`config.mk`:
```
export PLATFORM = sky130hd
export DESIGN_NAME = axi_lite_arb2_flat
export DESIGN_NICKNAME = d
export VERILOG_FILES = /design/src/rtl/axi_lite_arb2_if.sv /design/src/rtl/axi_lite_arb2.sv /design/src/flat_wrapper.sv
export SDC_FILE = /design/constraint.sdc
export NUM_CORES = 1
export LEC_CHECK = 0
export ABC_AREA = 1
export ABC_CLOCK_PERIOD_IN_PS = 2400
export CAP_MARGIN = 15
export CORE_AREA = 2 2 321 323
export DETAILED_ROUTE_END_ITERATION = 6
export DIE_AREA = 0 0 323 325
export GPL_ROUTABILITY_DRIVEN = 0
export PLACE_DENSITY = 0.33
export SLEW_MARGIN = 5
export SYNTH_ARGS = -nofsm -noshare
export SYNTH_HDL_FRONTEND = slang
export SYNTH_SLANG_ARGS = --single-unit
```
`constraint.sdc`:
```
create_clock -name clk -period 2.4 [get_ports clk]
set_input_delay 0.24 -clock clk [delete_from_list [all_inputs] [get_ports clk]]
set_output_delay 0.24 -clock clk [all_outputs]
set_load 0.03 [all_outputs]
```
`src/rtl/axi_lite_arb2_if.sv`:
```
// AXI-lite channel bundle shared by the two fetch/data masters and the
// memory slave port of the 2:1 arbiter. "master" is the side that issues
// AW/W/AR and accepts B/R; "slave" is the side that answers them.
interface axi_lite_arb2_if #(
  parameter int ADDR_WIDTH = 64,
  parameter int DATA_WIDTH = 64
);
  logic [ADDR_WIDTH-1:0]   awaddr;
  logic                    awvalid;
  logic                    awready;
  logic [DATA_WIDTH-1:0]   wdata;
  logic [DATA_WIDTH/8-1:0] wstrb;
  logic                    wvalid;
  logic                    wready;
  logic [1:0]              bresp;
  logic                    bvalid;
  logic                    bready;
  logic [ADDR_WIDTH-1:0]   araddr;
  logic                    arvalid;
  logic                    arready;
  logic [DATA_WIDTH-1:0]   rdata;
  logic [1:0]              rresp;
  logic                    rvalid;
  logic                    rready;

  modport master (
    output awaddr, awvalid, input awready,
    output wdata, wstrb, wvalid, input wready,
    input bresp, bvalid, output bready,
    output araddr, arvalid, input arready,
    input rdata, rresp, rvalid, output rready
  );

  modport slave (
    input awaddr, awvalid, output awready,
    input wdata, wstrb, wvalid, output wready,
    output bresp, bvalid, input bready,
    input araddr, arvalid, output arready,
    output rdata, rresp, rvalid, input rready
  );
endinterface

```
`src/rtl/axi_lite_arb2.sv`:
```
// Two-master to one-slave AXI-lite arbiter. Reads and writes are arbitrated
// by independent FSMs, each with one transaction in flight and its own
// round-robin pointer. After the one-cycle IDLE arbitration step every
// channel is a pure combinational route between the granted master and the
// slave, so no latency is added past arbitration.
module axi_lite_arb2 #(
  parameter int ADDR_WIDTH = 64,
  parameter int DATA_WIDTH = 64
) (
  input logic             clk,
  input logic             rst,
  axi_lite_arb2_if.slave  m0,
  axi_lite_arb2_if.slave  m1,
  axi_lite_arb2_if.master s
);
  localparam int STRB_WIDTH = DATA_WIDTH / 8;

  typedef enum logic [1:0] {R_IDLE = 2'd0, R_ADDR = 2'd1, R_DATA = 2'd2} rd_state_t;
  typedef enum logic [1:0] {W_IDLE = 2'd0, W_REQ = 2'd1, W_RESP = 2'd2} wr_state_t;

  // grant/last value 0 means m0, 1 means m1; last resets to m1 so m0 wins first
  rd_state_t rd_state_r, rd_state_nxt_s;
  logic      rd_grant_r, rd_grant_nxt_s;
  logic      rd_last_r, rd_last_nxt_s;
  wr_state_t wr_state_r, wr_state_nxt_s;
  logic      wr_grant_r, wr_grant_nxt_s;
  logic      wr_last_r, wr_last_nxt_s;
  logic      aw_done_r, aw_done_nxt_s;
  logic      w_done_r, w_done_nxt_s;

  // channel signals of the currently granted master
  logic rd_arvalid_sel_s, rd_rready_sel_s;
  logic wr_awvalid_sel_s, wr_wvalid_sel_s, wr_bready_sel_s;
  logic aw_fin_s, w_fin_s;

  assign rd_arvalid_sel_s = rd_grant_r ? m1.arvalid : m0.arvalid;
  assign rd_rready_sel_s  = rd_grant_r ? m1.rready  : m0.rready;
  assign wr_awvalid_sel_s = wr_grant_r ? m1.awvalid : m0.awvalid;
  assign wr_wvalid_sel_s  = wr_grant_r ? m1.wvalid  : m0.wvalid;
  assign wr_bready_sel_s  = wr_grant_r ? m1.bready  : m0.bready;

  // Read arbiter state, grant and round-robin pointer registers
  always_ff @(posedge clk or posedge rst) begin
    if (rst) begin
      rd_state_r <= R_IDLE;
      rd_grant_r <= 1'b0;
      rd_last_r  <= 1'b1;
    end else begin
      rd_state_r <= rd_state_nxt_s;
      rd_grant_r <= rd_grant_nxt_s;
      rd_last_r  <= rd_last_nxt_s;
    end
  end

  // Read next-state logic and AR/R routing between granted master and slave
  always_comb begin
    rd_state_nxt_s = rd_state_r;
    rd_grant_nxt_s = rd_grant_r;
    rd_last_nxt_s  = rd_last_r;
    s.araddr   = {ADDR_WIDTH{1'b0}};
    s.arvalid  = 1'b0;
    s.rready   = 1'b0;
    m0.arready = 1'b0;
    m0.rdata   = {DATA_WIDTH{1'b0}};
    m0.rresp   = 2'b00;
    m0.rvalid  = 1'b0;
    m1.arready = 1'b0;
    m1.rdata   = {DATA_WIDTH{1'b0}};
    m1.rresp   = 2'b00;
    m1.rvalid  = 1'b0;
    case (rd_state_r)
      R_IDLE: begin
        if (m0.arvalid || m1.arvalid) begin
          // on contention the master not served last wins
          rd_grant_nxt_s = (m0.arvalid && m1.arvalid) ? ~rd_last_r : m1.arvalid;
          rd_state_nxt_s = R_ADDR;
        end else begin
          rd_state_nxt_s = R_IDLE;
        end
      end
      R_ADDR: begin
        s.araddr  = rd_grant_r ? m1.araddr : m0.araddr;
        s.arvalid = rd_arvalid_sel_s;
        if (rd_grant_r) begin
          m1.arready = s.arready;
        end else begin
          m0.arready = s.arready;
        end
        if (rd_arvalid_sel_s && s.arready) begin
          rd_state_nxt_s = R_DATA;
        end else begin
          rd_state_nxt_s = R_ADDR;
        end
      end
      R_DATA: begin
        s.rready = rd_rready_sel_s;
        if (rd_grant_r) begin
          m1.rdata  = s.rdata;
          m1.rresp  = s.rresp;
          m1.rvalid = s.rvalid;
        end else begin
          m0.rdata  = s.rdata;
          m0.rresp  = s.rresp;
          m0.rvalid = s.rvalid;
        end
        if (s.rvalid && rd_rready_sel_s) begin
          rd_state_nxt_s = R_IDLE;
          rd_last_nxt_s  = rd_grant_r;
        end else begin
          rd_state_nxt_s = R_DATA;
        end
      end
      default: begin
        rd_state_nxt_s = R_IDLE;
      end
    endcase
  end

  // Write arbiter state, grant, pointer and AW/W completion flag registers
  always_ff @(posedge clk or posedge rst) begin
    if (rst) begin
      wr_state_r <= W_IDLE;
      wr_grant_r <= 1'b0;
      wr_last_r  <= 1'b1;
      aw_done_r  <= 1'b0;
      w_done_r   <= 1'b0;
    end else begin
      wr_state_r <= wr_state_nxt_s;
      wr_grant_r <= wr_grant_nxt_s;
      wr_last_r  <= wr_last_nxt_s;
      aw_done_r  <= aw_done_nxt_s;
      w_done_r   <= w_done_nxt_s;
    end
  end

  // Write next-state logic and AW/W/B routing; a finished AW or W is masked
  always_comb begin
    wr_state_nxt_s = wr_state_r;
    wr_grant_nxt_s = wr_grant_r;
    wr_last_nxt_s  = wr_last_r;
    aw_done_nxt_s  = aw_done_r;
    w_done_nxt_s   = w_done_r;
    aw_fin_s   = 1'b0;
    w_fin_s    = 1'b0;
    s.awaddr   = {ADDR_WIDTH{1'b0}};
    s.awvalid  = 1'b0;
    s.wdata    = {DATA_WIDTH{1'b0}};
    s.wstrb    = {STRB_WIDTH{1'b0}};
    s.wvalid   = 1'b0;
    s.bready   = 1'b0;
    m0.awready = 1'b0;
    m0.wready  = 1'b0;
    m0.bresp   = 2'b00;
    m0.bvalid  = 1'b0;
    m1.awready = 1'b0;
    m1.wready  = 1'b0;
    m1.bresp   = 2'b00;
    m1.bvalid  = 1'b0;
    case (wr_state_r)
      W_IDLE: begin
        if (m0.awvalid || m1.awvalid) begin
          wr_grant_nxt_s = (m0.awvalid && m1.awvalid) ? ~wr_last_r : m1.awvalid;
          wr_state_nxt_s = W_REQ;
        end else begin
          wr_state_nxt_s = W_IDLE;
        end
      end
      W_REQ: begin
        s.awaddr  = wr_grant_r ? m1.awaddr : m0.awaddr;
        s.awvalid = wr_awvalid_sel_s && !aw_done_r;
        s.wdata   = wr_grant_r ? m1.wdata : m0.wdata;
        s.wstrb   = wr_grant_r ? m1.wstrb : m0.wstrb;
        s.wvalid  = wr_wvalid_sel_s && !w_done_r;
        if (wr_grant_r) begin
          m1.awready = s.awready && !aw_done_r;
          m1.wready  = s.wready && !w_done_r;
        end else begin
          m0.awready = s.awready && !aw_done_r;
          m0.wready  = s.wready && !w_done_r;
        end
        aw_fin_s = aw_done_r || (wr_awvalid_sel_s && s.awready);
        w_fin_s  = w_done_r || (wr_wvalid_sel_s && s.wready);
        if (aw_fin_s && w_fin_s) begin
          wr_state_nxt_s = W_RESP;
          aw_done_nxt_s  = 1'b0;
          w_done_nxt_s   = 1'b0;
        end else begin
          wr_state_nxt_s = W_REQ;
          aw_done_nxt_s  = aw_fin_s;
          w_done_nxt_s   = w_fin_s;
        end
      end
      W_RESP: begin
        s.bready = wr_bready_sel_s;
        if (wr_grant_r) begin
          m1.bresp  = s.bresp;
          m1.bvalid = s.bvalid;
        end else begin
          m0.bresp  = s.bresp;
          m0.bvalid = s.bvalid;
        end
        if (s.bvalid && wr_bready_sel_s) begin
          wr_state_nxt_s = W_IDLE;
          wr_last_nxt_s  = wr_grant_r;
        end else begin
          wr_state_nxt_s = W_RESP;
        end
      end
      default: begin
        wr_state_nxt_s = W_IDLE;
        aw_done_nxt_s  = 1'b0;
        w_done_nxt_s   = 1'b0;
      end
    endcase
  end
endmodule

```
`src/flat_wrapper.sv`:
```
// flat-port wrapper written by rule: the top's interface ports become plain ports
module axi_lite_arb2_flat 
#(
  parameter int ADDR_WIDTH = 64,
  parameter int DATA_WIDTH = 64
)
  (clk, rst, m0_awaddr, m0_awvalid, m0_awready, m0_wdata, m0_wstrb, m0_wvalid, m0_wready, m0_bresp, m0_bvalid, m0_bready, m0_araddr, m0_arvalid, m0_arready, m0_rdata, m0_rresp, m0_rvalid, m0_rready, m1_awaddr, m1_awvalid, m1_awready, m1_wdata, m1_wstrb, m1_wvalid, m1_wready, m1_bresp, m1_bvalid, m1_bready, m1_araddr, m1_arvalid, m1_arready, m1_rdata, m1_rresp, m1_rvalid, m1_rready, s_awaddr, s_awvalid, s_awready, s_wdata, s_wstrb, s_wvalid, s_wready, s_bresp, s_bvalid, s_bready, s_araddr, s_arvalid, s_arready, s_rdata, s_rresp, s_rvalid, s_rready);
  axi_lite_arb2_if #(.ADDR_WIDTH(ADDR_WIDTH), .DATA_WIDTH(DATA_WIDTH)) m0_i ();
  axi_lite_arb2_if #(.ADDR_WIDTH(ADDR_WIDTH), .DATA_WIDTH(DATA_WIDTH)) m1_i ();
  axi_lite_arb2_if #(.ADDR_WIDTH(ADDR_WIDTH), .DATA_WIDTH(DATA_WIDTH)) s_i ();
  input logic clk;
  input logic rst;
  input wire logic [$bits(m0_i.awaddr)-1:0] m0_awaddr;
  input wire logic [$bits(m0_i.awvalid)-1:0] m0_awvalid;
  output wire logic [$bits(m0_i.awready)-1:0] m0_awready;
  input wire logic [$bits(m0_i.wdata)-1:0] m0_wdata;
  input wire logic [$bits(m0_i.wstrb)-1:0] m0_wstrb;
  input wire logic [$bits(m0_i.wvalid)-1:0] m0_wvalid;
  output wire logic [$bits(m0_i.wready)-1:0] m0_wready;
  output wire logic [$bits(m0_i.bresp)-1:0] m0_bresp;
  output wire logic [$bits(m0_i.bvalid)-1:0] m0_bvalid;
  input wire logic [$bits(m0_i.bready)-1:0] m0_bready;
  input wire logic [$bits(m0_i.araddr)-1:0] m0_araddr;
  input wire logic [$bits(m0_i.arvalid)-1:0] m0_arvalid;
  output wire logic [$bits(m0_i.arready)-1:0] m0_arready;
  output wire logic [$bits(m0_i.rdata)-1:0] m0_rdata;
  output wire logic [$bits(m0_i.rresp)-1:0] m0_rresp;
  output wire logic [$bits(m0_i.rvalid)-1:0] m0_rvalid;
  input wire logic [$bits(m0_i.rready)-1:0] m0_rready;
  input wire logic [$bits(m1_i.awaddr)-1:0] m1_awaddr;
  input wire logic [$bits(m1_i.awvalid)-1:0] m1_awvalid;
  output wire logic [$bits(m1_i.awready)-1:0] m1_awready;
  input wire logic [$bits(m1_i.wdata)-1:0] m1_wdata;
  input wire logic [$bits(m1_i.wstrb)-1:0] m1_wstrb;
  input wire logic [$bits(m1_i.wvalid)-1:0] m1_wvalid;
  output wire logic [$bits(m1_i.wready)-1:0] m1_wready;
  output wire logic [$bits(m1_i.bresp)-1:0] m1_bresp;
  output wire logic [$bits(m1_i.bvalid)-1:0] m1_bvalid;
  input wire logic [$bits(m1_i.bready)-1:0] m1_bready;
  input wire logic [$bits(m1_i.araddr)-1:0] m1_araddr;
  input wire logic [$bits(m1_i.arvalid)-1:0] m1_arvalid;
  output wire logic [$bits(m1_i.arready)-1:0] m1_arready;
  output wire logic [$bits(m1_i.rdata)-1:0] m1_rdata;
  output wire logic [$bits(m1_i.rresp)-1:0] m1_rresp;
  output wire logic [$bits(m1_i.rvalid)-1:0] m1_rvalid;
  input wire logic [$bits(m1_i.rready)-1:0] m1_rready;
  output wire logic [$bits(s_i.awaddr)-1:0] s_awaddr;
  output wire logic [$bits(s_i.awvalid)-1:0] s_awvalid;
  input wire logic [$bits(s_i.awready)-1:0] s_awready;
  output wire logic [$bits(s_i.wdata)-1:0] s_wdata;
  output wire logic [$bits(s_i.wstrb)-1:0] s_wstrb;
  output wire logic [$bits(s_i.wvalid)-1:0] s_wvalid;
  input wire logic [$bits(s_i.wready)-1:0] s_wready;
  input wire logic [$bits(s_i.bresp)-1:0] s_bresp;
  input wire logic [$bits(s_i.bvalid)-1:0] s_bvalid;
  output wire logic [$bits(s_i.bready)-1:0] s_bready;
  output wire logic [$bits(s_i.araddr)-1:0] s_araddr;
  output wire logic [$bits(s_i.arvalid)-1:0] s_arvalid;
  input wire logic [$bits(s_i.arready)-1:0] s_arready;
  input wire logic [$bits(s_i.rdata)-1:0] s_rdata;
  input wire logic [$bits(s_i.rresp)-1:0] s_rresp;
  input wire logic [$bits(s_i.rvalid)-1:0] s_rvalid;
  output wire logic [$bits(s_i.rready)-1:0] s_rready;
  assign m0_i.awaddr = m0_awaddr;
  assign m0_i.awvalid = m0_awvalid;
  assign m0_awready = m0_i.awready;
  assign m0_i.wdata = m0_wdata;
  assign m0_i.wstrb = m0_wstrb;
  assign m0_i.wvalid = m0_wvalid;
  assign m0_wready = m0_i.wready;
  assign m0_bresp = m0_i.bresp;
  assign m0_bvalid = m0_i.bvalid;
  assign m0_i.bready = m0_bready;
  assign m0_i.araddr = m0_araddr;
  assign m0_i.arvalid = m0_arvalid;
  assign m0_arready = m0_i.arready;
  assign m0_rdata = m0_i.rdata;
  assign m0_rresp = m0_i.rresp;
  assign m0_rvalid = m0_i.rvalid;
  assign m0_i.rready = m0_rready;
  assign m1_i.awaddr = m1_awaddr;
  assign m1_i.awvalid = m1_awvalid;
  assign m1_awready = m1_i.awready;
  assign m1_i.wdata = m1_wdata;
  assign m1_i.wstrb = m1_wstrb;
  assign m1_i.wvalid = m1_wvalid;
  assign m1_wready = m1_i.wready;
  assign m1_bresp = m1_i.bresp;
  assign m1_bvalid = m1_i.bvalid;
  assign m1_i.bready = m1_bready;
  assign m1_i.araddr = m1_araddr;
  assign m1_i.arvalid = m1_arvalid;
  assign m1_arready = m1_i.arready;
  assign m1_rdata = m1_i.rdata;
  assign m1_rresp = m1_i.rresp;
  assign m1_rvalid = m1_i.rvalid;
  assign m1_i.rready = m1_rready;
  assign s_awaddr = s_i.awaddr;
  assign s_awvalid = s_i.awvalid;
  assign s_i.awready = s_awready;
  assign s_wdata = s_i.wdata;
  assign s_wstrb = s_i.wstrb;
  assign s_wvalid = s_i.wvalid;
  assign s_i.wready = s_wready;
  assign s_i.bresp = s_bresp;
  assign s_i.bvalid = s_bvalid;
  assign s_bready = s_i.bready;
  assign s_araddr = s_i.araddr;
  assign s_arvalid = s_i.arvalid;
  assign s_i.arready = s_arready;
  assign s_i.rdata = s_rdata;
  assign s_i.rresp = s_rresp;
  assign s_i.rvalid = s_rvalid;
  assign s_rready = s_i.rready;
  axi_lite_arb2 #(.ADDR_WIDTH(ADDR_WIDTH), .DATA_WIDTH(DATA_WIDTH)) u_core (.clk(clk), .rst(rst), .m0(m0_i), .m1(m1_i), .s(s_i));
endmodule
```
==> flow_summary.ini, run 1 <==
[yosys]
syn_inst = 998
synth_seq_cells = 10
synth_nets = 1483
yosysSeqAreaShare_pct = 5.63
yosysUniqueCellTypes = 23
yosysWarnings = 0
synth_area_um2 = 4490
syn_avg_cell_area_um2 = 4.49

[grt]
antenna_found_initial = 25
grt_max_degree = 83
grt_first_pass_wirelength_um = 94800
grt_pass1_vias = 9784
gr-usage-all-layers_pct = 13.4
grt-ovfl-total = 0

[timing]
hold_viol_final = 0
setup_tns_ps = 0
slew_violations = 0
finClkSkew_ps = 0.576
setup-violations-final = 0
period_share_pct = 97.8
tightest_slew_ps = 698
min_period_ps = 2350
rsz0062_at_grt = false
fmax_ghz = 0.426
relSlewSlack_pct = 53.4

[power]
intPower_mw = 9.03
swShare_pct = 57.2
leakage_nw = 6.97
total_power_mw = 21.1
p_switching_mw = 12.1
powerDensity_nw_per_um2 = 1270
seq_power_share_pct = 1.6
clockPowerShare_pct = 1.8
pwr-share-comb_pct = 96.7
ir_drop_v = 0.000441

[layout]
final_common_cell = clkdlybuf4s50_1
final_layout_size_suffix_gt1_share_pct = 23.0
final_net_count = 2294
areaGrowthSynthToFinish_pct = 270
final_cell_mix = 517 x clkdlybuf4s50_1, 434 x nand2_1, 217 x buf_12
final_core_util_pct = 16.4
post-route-cell-area_um2 = 16600

[clock_tree]
clockBufferDepth = 2
ctsRootBufferMaster = clkbuf_16
cts_tree = done
cts.sinks = 10
h-tree-depth = 1
cts.clk_slew.worst_paths_ps = 50
clock_latency_ps = 260
post_cts_buffers = 0
numCtsBuffers = 3

[die]
core_um2 = 101000
die_h_um = 325
io_pins = 836
start_util_pct = 4.43
fp.dieArea_um2 = 105000
die_width_um = 323
rows = 117

[routing]
drt-total-wl_um = 74000
drt-pass1-iter-count = 5
viasPerCell = 3.00
drt_iter0_markers = 441
vias = 9525
drcViolationCount = 0
antenna_left = 0
routedWlPerCell_um = 23.3

[worst_setup_path]
critPathLaunchType = flop
cp.arrival_ps = 2110
cp_max_fo = 36
endpoint_kind = output pin
cp.required_ps = 2160
worstSetupPathType = flop to output pin

[placed_design]
dpl_cell_area_um2 = 16400
hpwl_um = 66800
port_buffers = 835

[run]
drv_cap = 0

[worst_hold_path]
hold_class = primary input to async pin

[status]
status = completed
-- Yosys cell counts --
cell	n	area share, %
dfrtp_1	8	4.5
o21bai_1	1	0.17
dfstp_2	2	1.2
inv_2	3	0.25
or2_1	1	0.14
buf_6	9	2.3
buf_4	3	0.50
a21oi_2	20	3.9
nor2_1	151	13
nand3_1	7	0.78
o21ai_0	6	0.67
nor2_4	1	0.25
o21a_1	1	0.17
nor3_1	6	0.67
nand2_1	435	36
and3_1	2	0.28
nor2_2	1	0.14
buf_2	54	6.0
clkbuf_1	16	1.3
clkbuf_2	1	0.11
o21ai_1	1	0.11
a21oi_1	181	20
inv_1	88	7.4
-- worst max-delay path, cell delays in order, from the launching register on --
cell	delay (ps)
dfrtp_4	510
inv_4	260
buf_12	240
nand2_1	70
a21oi_1	390
buf_4	220
buf_12	120
-- sequential cells by signal (all words and copies together) (netlist names) --
| name | flops |
|---|---|
| u_core.wr_last_r | 1 |
| u_core.w_done_r | 1 |
| u_core.wr_state_r | 2 |
| u_core.rd_grant_r | 1 |
| u_core.rd_last_r | 1 |
| u_core.wr_grant_r | 1 |
| u_core.rd_state_r | 2 |
| u_core.aw_done_r | 1 |
-- power groups by stage --
stage	registers (mW)	logic, mW	clock network (mW)
2_1_floorplan	0.293	8.05	0
3_3_place_gp	0.334	21.0	0
3_5_place_dp	0.332	20.9	0
4_1_cts	0.330	21.1	0.395
5_1_grt	0.343	21.5	0.404
6_report	0.331	20.4	0.373
-- final timing paths --
kind	startpoint	endpoint	slack, ps	cells past startpoint
max reg2reg	u_core.wr_grant_r$_DFFE_PP0N_	u_core.wr_last_r$_DFFE_PP1P_	740	7
min reg2reg	u_core.wr_last_r$_DFFE_PP1P_	u_core.wr_last_r$_DFFE_PP1P_	470	2
min	rst	u_core.rd_state_r[0]$_DFF_PP0_	400	2
max in group asynchronous	rst	u_core.wr_grant_r$_DFFE_PP0N_	1480	2
min in group clk	u_core.wr_last_r$_DFFE_PP1P_	u_core.wr_last_r$_DFFE_PP1P_	470	2
max	u_core.wr_grant_r$_DFFE_PP0N_	s_wdata[34]	50	6
-- what timing repair did --
action,in CTS,in global routing
setup endpoints to repair,6,64
gates resized for setup,4,9
hold buffers,0,0
-- cells by family (layout without fill, tap and decap cells) --
logic type | Yosys count | count (layout) | synth area share, %
simple gates | 604 | 604 | 51.3
compound gates | 210 | 210 | 25.2
buf+inv | 174 | 984 | 17.9
flops | 10 | 10 | 5.63
other cells | 0 | 2 | 0
-- layer usage --
layer  track usage, %  part of all wire [%]  vias to the layer above
li1                 -                     -                     4674
met1             17.1                    44                     4295
met2             23.1                    48                      475
met3             3.75                   7.7                       53
met4            0.758                  0.65                       28
met5                0                  0.24                        -
-- metrics by stage --
| step | std cells | hold slack, ps | worst slack (ps) |
|---|---|---|---|
| floorplan | 998 | 78.7 | 646 |
| global placement | 3172 | 460 | -190 |
| detailed placement | 3172 | 460 | -213 |
| CTS | 3176 | 449 | 17.0 |
| global route | 3176 | 456 | 5.28 |
| finish | 3178 | 399 | 52.2 |
-- layout make-up --
class	count	area [µm²]
Antenna cell	2	5.00
Clock buffer	4	88.8
Fill cell	11700	84700
Inverter	91	349
Multi-Input combinational cell	814	3470
Sequential cell	10	258
Tap cell	1368	1710
Timing Repair Buffer	889	10700
Note: power is estimated with default switching activity, not from simulation.
==> inputs of run 2 (changes only) <==
HOLD_SLACK_MARGIN = 0.02   (was not set)
==> results of run 2 <==
No change in the layout: final DEF, timing and power equal those of run 1.
